### src/rtl/ldm_stm_seq.sv
// Block-transfer sequencer for ARM-style LDM/STM: moves one register per cycle between the
// register file and data memory, lowest register at lowest address.
module ldm_stm_seq (
  input  logic        clk,
  input  logic        reset_n,
  input  logic        start,
  input  logic        is_load,
  input  logic        up,
  input  logic [15:0] reg_list,
  input  logic [31:0] base_addr,
  output logic [3:0]  rf_read_addr,
  input  logic [31:0] rf_read_data,
  output logic        rf_wr_en,
  output logic [3:0]  rf_write_addr,
  output logic [31:0] rf_write_data,
  output logic [31:0] mem_addr,
  output logic        mem_wr_en,
  output logic [31:0] mem_wdata,
  input  logic [31:0] mem_rdata,
  output logic        busy,
  output logic        done,
  output logic [31:0] wb_addr
);

  typedef enum logic [1:0] {StIdle, StXfer, StDone} state_e;

  state_e      state_q, state_d;
  logic [15:0] list_q, list_d;
  logic        load_q, load_d;
  logic [31:0] addr_q, addr_d;
  logic [31:0] wb_q, wb_d;

  logic [4:0]  n_regs;
  logic [31:0] span;
  logic [3:0]  idx;

  function automatic logic [4:0] popcount16(input logic [15:0] v);
    logic [4:0] c;
    c = '0;
    for (int i = 0; i < 16; i++) begin
      c = c + {4'd0, v[i]};
    end
    return c;
  endfunction

  assign n_regs = popcount16(reg_list);
  assign span   = {25'd0, n_regs, 2'b00};

  // Descending scan so the lowest set bit wins.
  always_comb begin
    idx = '0;
    for (int i = 15; i >= 0; i--) begin
      if (list_q[i]) idx = 4'(i);
    end
  end

  always_ff @(posedge clk or negedge reset_n) begin
    if (!reset_n) begin
      state_q <= StIdle;
      list_q  <= '0;
      load_q  <= 1'b0;
      addr_q  <= '0;
      wb_q    <= '0;
    end else begin
      state_q <= state_d;
      list_q  <= list_d;
      load_q  <= load_d;
      addr_q  <= addr_d;
      wb_q    <= wb_d;
    end
  end

  always_comb begin
    state_d = state_q;
    list_d  = list_q;
    load_d  = load_q;
    addr_d  = addr_q;
    wb_d    = wb_q;
    unique case (state_q)
      StIdle: begin
        if (start) begin
          list_d  = reg_list;
          load_d  = is_load;
          // DB starts below the base so the lowest register still lands lowest.
          addr_d  = up ? base_addr : base_addr - span;
          wb_d    = up ? base_addr + span : base_addr - span;
          state_d = (reg_list == 16'd0) ? StDone : StXfer;
        end
      end
      StXfer: begin
        list_d = list_q & (list_q - 16'd1);
        addr_d = addr_q + 32'd4;
        if (list_d == 16'd0) state_d = StDone;
      end
      StDone: begin
        state_d = StIdle;
      end
      default: begin
        state_d = StIdle;
      end
    endcase
  end

  always_comb begin
    rf_read_addr  = '0;
    rf_wr_en      = 1'b0;
    rf_write_addr = '0;
    rf_write_data = '0;
    mem_addr      = '0;
    mem_wr_en     = 1'b0;
    mem_wdata     = '0;
    busy          = 1'b0;
    done          = 1'b0;
    wb_addr       = '0;
    unique case (state_q)
      StXfer: begin
        busy     = 1'b1;
        mem_addr = addr_q;
        if (load_q) begin
          rf_wr_en      = 1'b1;
          rf_write_addr = idx;
          rf_write_data = mem_rdata;
        end else begin
          rf_read_addr = idx;
          mem_wr_en    = 1'b1;
          mem_wdata    = rf_read_data;
        end
      end
      StDone: begin
        busy    = 1'b1;
        done    = 1'b1;
        wb_addr = wb_q;
      end
      default: begin
      end
    endcase
  end

endmodule

### config.mk
export PLATFORM = sky130hd
export DESIGN_NAME = ldm_stm_seq
export DESIGN_NICKNAME = d
export VERILOG_FILES = /design/src/rtl/ldm_stm_seq.sv
export SDC_FILE = /design/constraint.sdc
export NUM_CORES = 1
export LEC_CHECK = 0
export ABC_AREA = 1
export CORE_MARGIN = 3
export CORE_UTILIZATION = 40
export CTS_CLUSTER_SIZE = 40
export DETAILED_ROUTE_END_ITERATION = 12
export HOLD_SLACK_MARGIN = 0.03
export PLACE_DENSITY = 0.7
export SETUP_SLACK_MARGIN = 0.2
export SYNTH_ARGS = -nofsm -noshare
export SYNTH_HDL_FRONTEND = slang
export SYNTH_SLANG_ARGS = --single-unit
export TNS_END_PERCENT = 100
### constraint.sdc
create_clock -name clk -period 1.9 [get_ports clk]
set_input_delay 0.285 -clock clk [delete_from_list [all_inputs] [get_ports clk]]
set_output_delay 0.285 -clock clk [all_outputs]
set_load 0.02 [all_outputs]
==> metrics.csv <==
stage;metric;value;unit
final_layout;area delta synth->final;100;%
grt;pin count of the biggest net entering global routing;47;
clocking;CTS Root Cell;clkbuf_16;
clocking;clock-pin slew on the worst setup and hold paths;0.07;ns
floorplanning;Core ar.;20600;sq um
drt;Post-Route WL;51100;microns
synth;Cell Area, Synth;8500;sq um
synth;Post-Synth Simple-Gate Area;37.1;%
worst_setup_path;CP max stage cell;fa_1;
grt;Overall Global Routing Usage;32.8;%
sta;final hold slack;0.290;ns
synth;count of cell types in the netlist;45;
clocking;Num CTS Buffers;9;
worst_setup_path;CP Class;in -> reg;
synth;Mapped Nets;1595;
synth;xor and xnor area share after synthesis;2.58;%
grt;first-pass GRT wire length;58800;microns
place;Placer Congestion;0.980;
synth;#FFs+latches synth;83;
sta;RSZ-0062 raised after global routing;yes;
power_and_ir_drop;Comb pwr share;77.6;%
grt;vias in the first global route;11300;
power_and_ir_drop;P_sw;0.0130;W
place;port bufs;256;
power_and_ir_drop;VDD IR max;818;uV
floorplanning;std cell rows;52;
worst_setup_path;worst path bufs/invs;6;
power_and_ir_drop;Lkg Pwr;8.59;nW
drt;DR iter-0 viols;1569;
worst_setup_path;Setup crit start;reg_list[1];
floorplanning;Total Die Area;23000;sq um
synth;Post-Syn Area per Cell;5.88;sq um
drt;# DRC;0;
sta;Worst-Margin Slew;0.504;ns
sta;Max Clk Rate;198;MHz
synth;synth warn;0;
synth;asr flop ratio synth;100;%
power_and_ir_drop;Power per Cell Area;1510;nW/um^2
synth;top cells by area in the synthesized netlist;dfrtp_1, nand2_1, inv_1, nor2_1, nand3_1;
sta;total negative setup slack;-217.64;ns
place;HPWL Detailed;28800;microns
final_layout;Final Cell Area;17000;sq um
sta;min setup slack post-route;-3.14;ns
status;status;finished with violations;
worst_setup_path;CP max FO;4;
clocking;CTS tree;yes;
synth;Main synth FF type;dfrtp_1;
drt;Post-DRT Antenna Nets;0;
worst_setup_path;Worst R2R Start;state_q[0];
place;Placement Setup Slack;-3.53;ns
final_layout;nets@finish;2136;
floorplanning;Die Width;152;microns
power_and_ir_drop;internal power;0.0126;W
worst_setup_path;Worst Path Arrival;5.27;ns
sta;fin crit share;265;%
final_layout;share of cells above drive strength 1;46.8;%
synth;post-synthesis sequential area ratio;24.4;%
sta;max_slew headroom;66.4;%
sta;Setup Viol. Count Final;217;
synth;adder-cell area share of the yosys netlist;5.92;%
floorplanning;Initial Util;41.3;%
worst_setup_path;Critical Path RT;2.14;ns
power_and_ir_drop;Final Power;0.0256;W
sta;final hold vios;0;
sta;skew final;0.0143;ns
floorplanning;I/O pin count;257;
synth;Post-synth EDFFs;0;
status;failing checks;setup timing;
drt;Routed wire per std cell;22.6;microns
worst_setup_path;Setup crit end kind;register;
sta;Period minus WS final;5.04;ns
floorplanning;Die Ht;152;microns
synth;area fraction of the dominant cell type after synthesis;24.4;%
clocking;clock sinks;83;
power_and_ir_drop;Sw Share;50.7;%
place;dpl cell area;13600;sq um
worst_setup_path;worst path cell trace;buf_6, inv_2, fa_1, fa_1, fa_2, fa_1, inv_2, ha_4, fa_2, nand2_4, inv_4, nor2_4, ha_4, buf_6, nand3_4, nand3_4, a21oi_4, buf_6, nor2_4, nand3_2, o21ai_2, a21oi_2, o21ai_1;
clocking;Clock Tree Buf Depth;2;
grt;total gr overflow;0;
synth;largest family of logic cells by synthesized area;simple AND/OR/NAND/NOR gates;
drt;via/cell ratio;5.80;
synth;mux contribution to synthesized area;0;%
power_and_ir_drop;Reg power frac;15.3;%
worst_setup_path;crit path launch type;input pin;
final_layout;# fillers;1133;
hold_path;Worst Hold Class;in -> async;
drt;TritonRoute pass-1 iters;7;
sta;pins over their slew limit;0;
grt;initial antenna violation count;3;
worst_setup_path;Crit path largest cell delay;0.56;ns
synth;Post-Syn Instances;1445;
job;max-cap viol count;0;
worst_setup_path;Crit path max-delay family;adder cells;
clocking;H-tree levels;3;
synth;largest area contributor in the netlist;dfrtp_1;
power_and_ir_drop;clock share of power;7.1;%
drt;via count;13100;
clocking;worst skew pair latency;0.37;ns
synth;Synth Area in Compound Gates;13.9;%
[power by group through the flow]
| stage | clock network [W] | registers [W] | logic [W] |
|---|---|---|---|
| 6_report | 0.00182 | 0.00393 | 0.0199 |
| 5_1_grt | 0.00187 | 0.00399 | 0.0207 |
| 4_1_cts | 0.00175 | 0.00355 | 0.0146 |
| 3_5_place_dp | 0 | 0.00353 | 0.0123 |
| 3_3_place_gp | 0 | 0.00353 | 0.0121 |
| 2_1_floorplan | 0 | 0.00318 | 0.00702 |
[routing by layer]
metal  wire length, microns  share of wire (%)  up-vias  track usage (%)
met5                     26              0.051        -                0
met4                   5560                 11        4             21.8
met3                   6160                 12      415             5.53
met2                  23300                 45     1055             57.2
met1                  16100                 32     6039             36.7
li1                       -                  -     5606                -
[registers in the layout, summed over array words and instances (netlist names)]
register / flops
wb_q: 32
list_q: 16
addr_q: 32
state_q: 2
load_q: 1
[kinds of logic after synthesis]
kind of cell	count (synthesis)
buffers and inverters	351
DFF	83
xor gates and xnor gates	25
adders and majority gates	33
AOI/OAI and AO/OA	212
and+or+nand+nor	741
[stage by stage]
stage / instances / util [%]
floorplan: 1445 / -
global placement: 2144 / 66.4
detailed placement: 2144 / 66.4
CTS: 2203 / 72.8
global route: 2261 / 82.7
finish: 2262 / 82.7
[synthesized netlist by cell type (12+ instances only)]
| cell | instances |
|---|---|
| a21oi_1 | 66 |
| a31oi_1 | 22 |
| buf_2 | 17 |
| clkbuf_1 | 38 |
| dfrtp_1 | 83 |
| fa_1 | 12 |
| ha_1 | 21 |
| inv_1 | 273 |
| nand2_1 | 366 |
| nand3_1 | 91 |
| nand4_1 | 30 |
| nor2_1 | 187 |
| nor3_1 | 29 |
| o21ai_0 | 84 |
| xor2_1 | 23 |
[layout make-up]
class	instances	area [sq um]	share of cell area [%]
clock inverter	7	51.3	0.302
timing repair buffer	595	6160	36.2
clock buffer	9	225	1.32
multi-input combinational	1011	7020	41.3
inverter	286	1130	6.62
tap	270	338	1.99
antenna	1	2.50	0.0147
sequential	83	2080	12.2
[final timing paths]
| path | endpoint | slack [ns] | depth (start not counted) |
|---|---|---|---|
| max | wb_q[9] | -3.14 | 23 |
| min | addr_q[25] | 0.29 | 2 |
| max reg2reg | list_q[1] | -0.42 | 11 |
| min reg2reg | addr_q[0] | 0.53 | 2 |
| max in group asynchronous | wb_q[13] | 0.93 | 3 |
| min in group clk | list_q[5] | 0.34 | 4 |
[timing repair]
item,in CTS,in global routing
cloned,7,6
resized for setup,859,548
setup endpoints to repair,222,223
hold buffers,1,0
endpoints found under the hold margin,10,0
buffers inserted,35,52
pin swaps,59,75
[placed cells by master, fill, tap and decap left out, types with 11 or more instances in the layout]
cell,n
inv_1,192
buf_4,231
o21ai_2,22
a31oi_1,20
nand2_4,63
nand4_1,30
dfrtp_1,83
clkbuf_16,14
nor3_1,24
inv_2,79
buf_12,25
nand3_2,24
xor2_1,21
o21ai_1,48
ha_4,11
a21oi_1,43
nor2_2,16
nor2_1,96
nand2_2,41
a21oi_2,18
nand2_1,270
nand3_1,60
o21ai_0,21
nor2_4,86
clkdlybuf4s50_1,105
buf_8,17
buf_6,199
No activity file was read; power rests on OpenSTA's default activity.
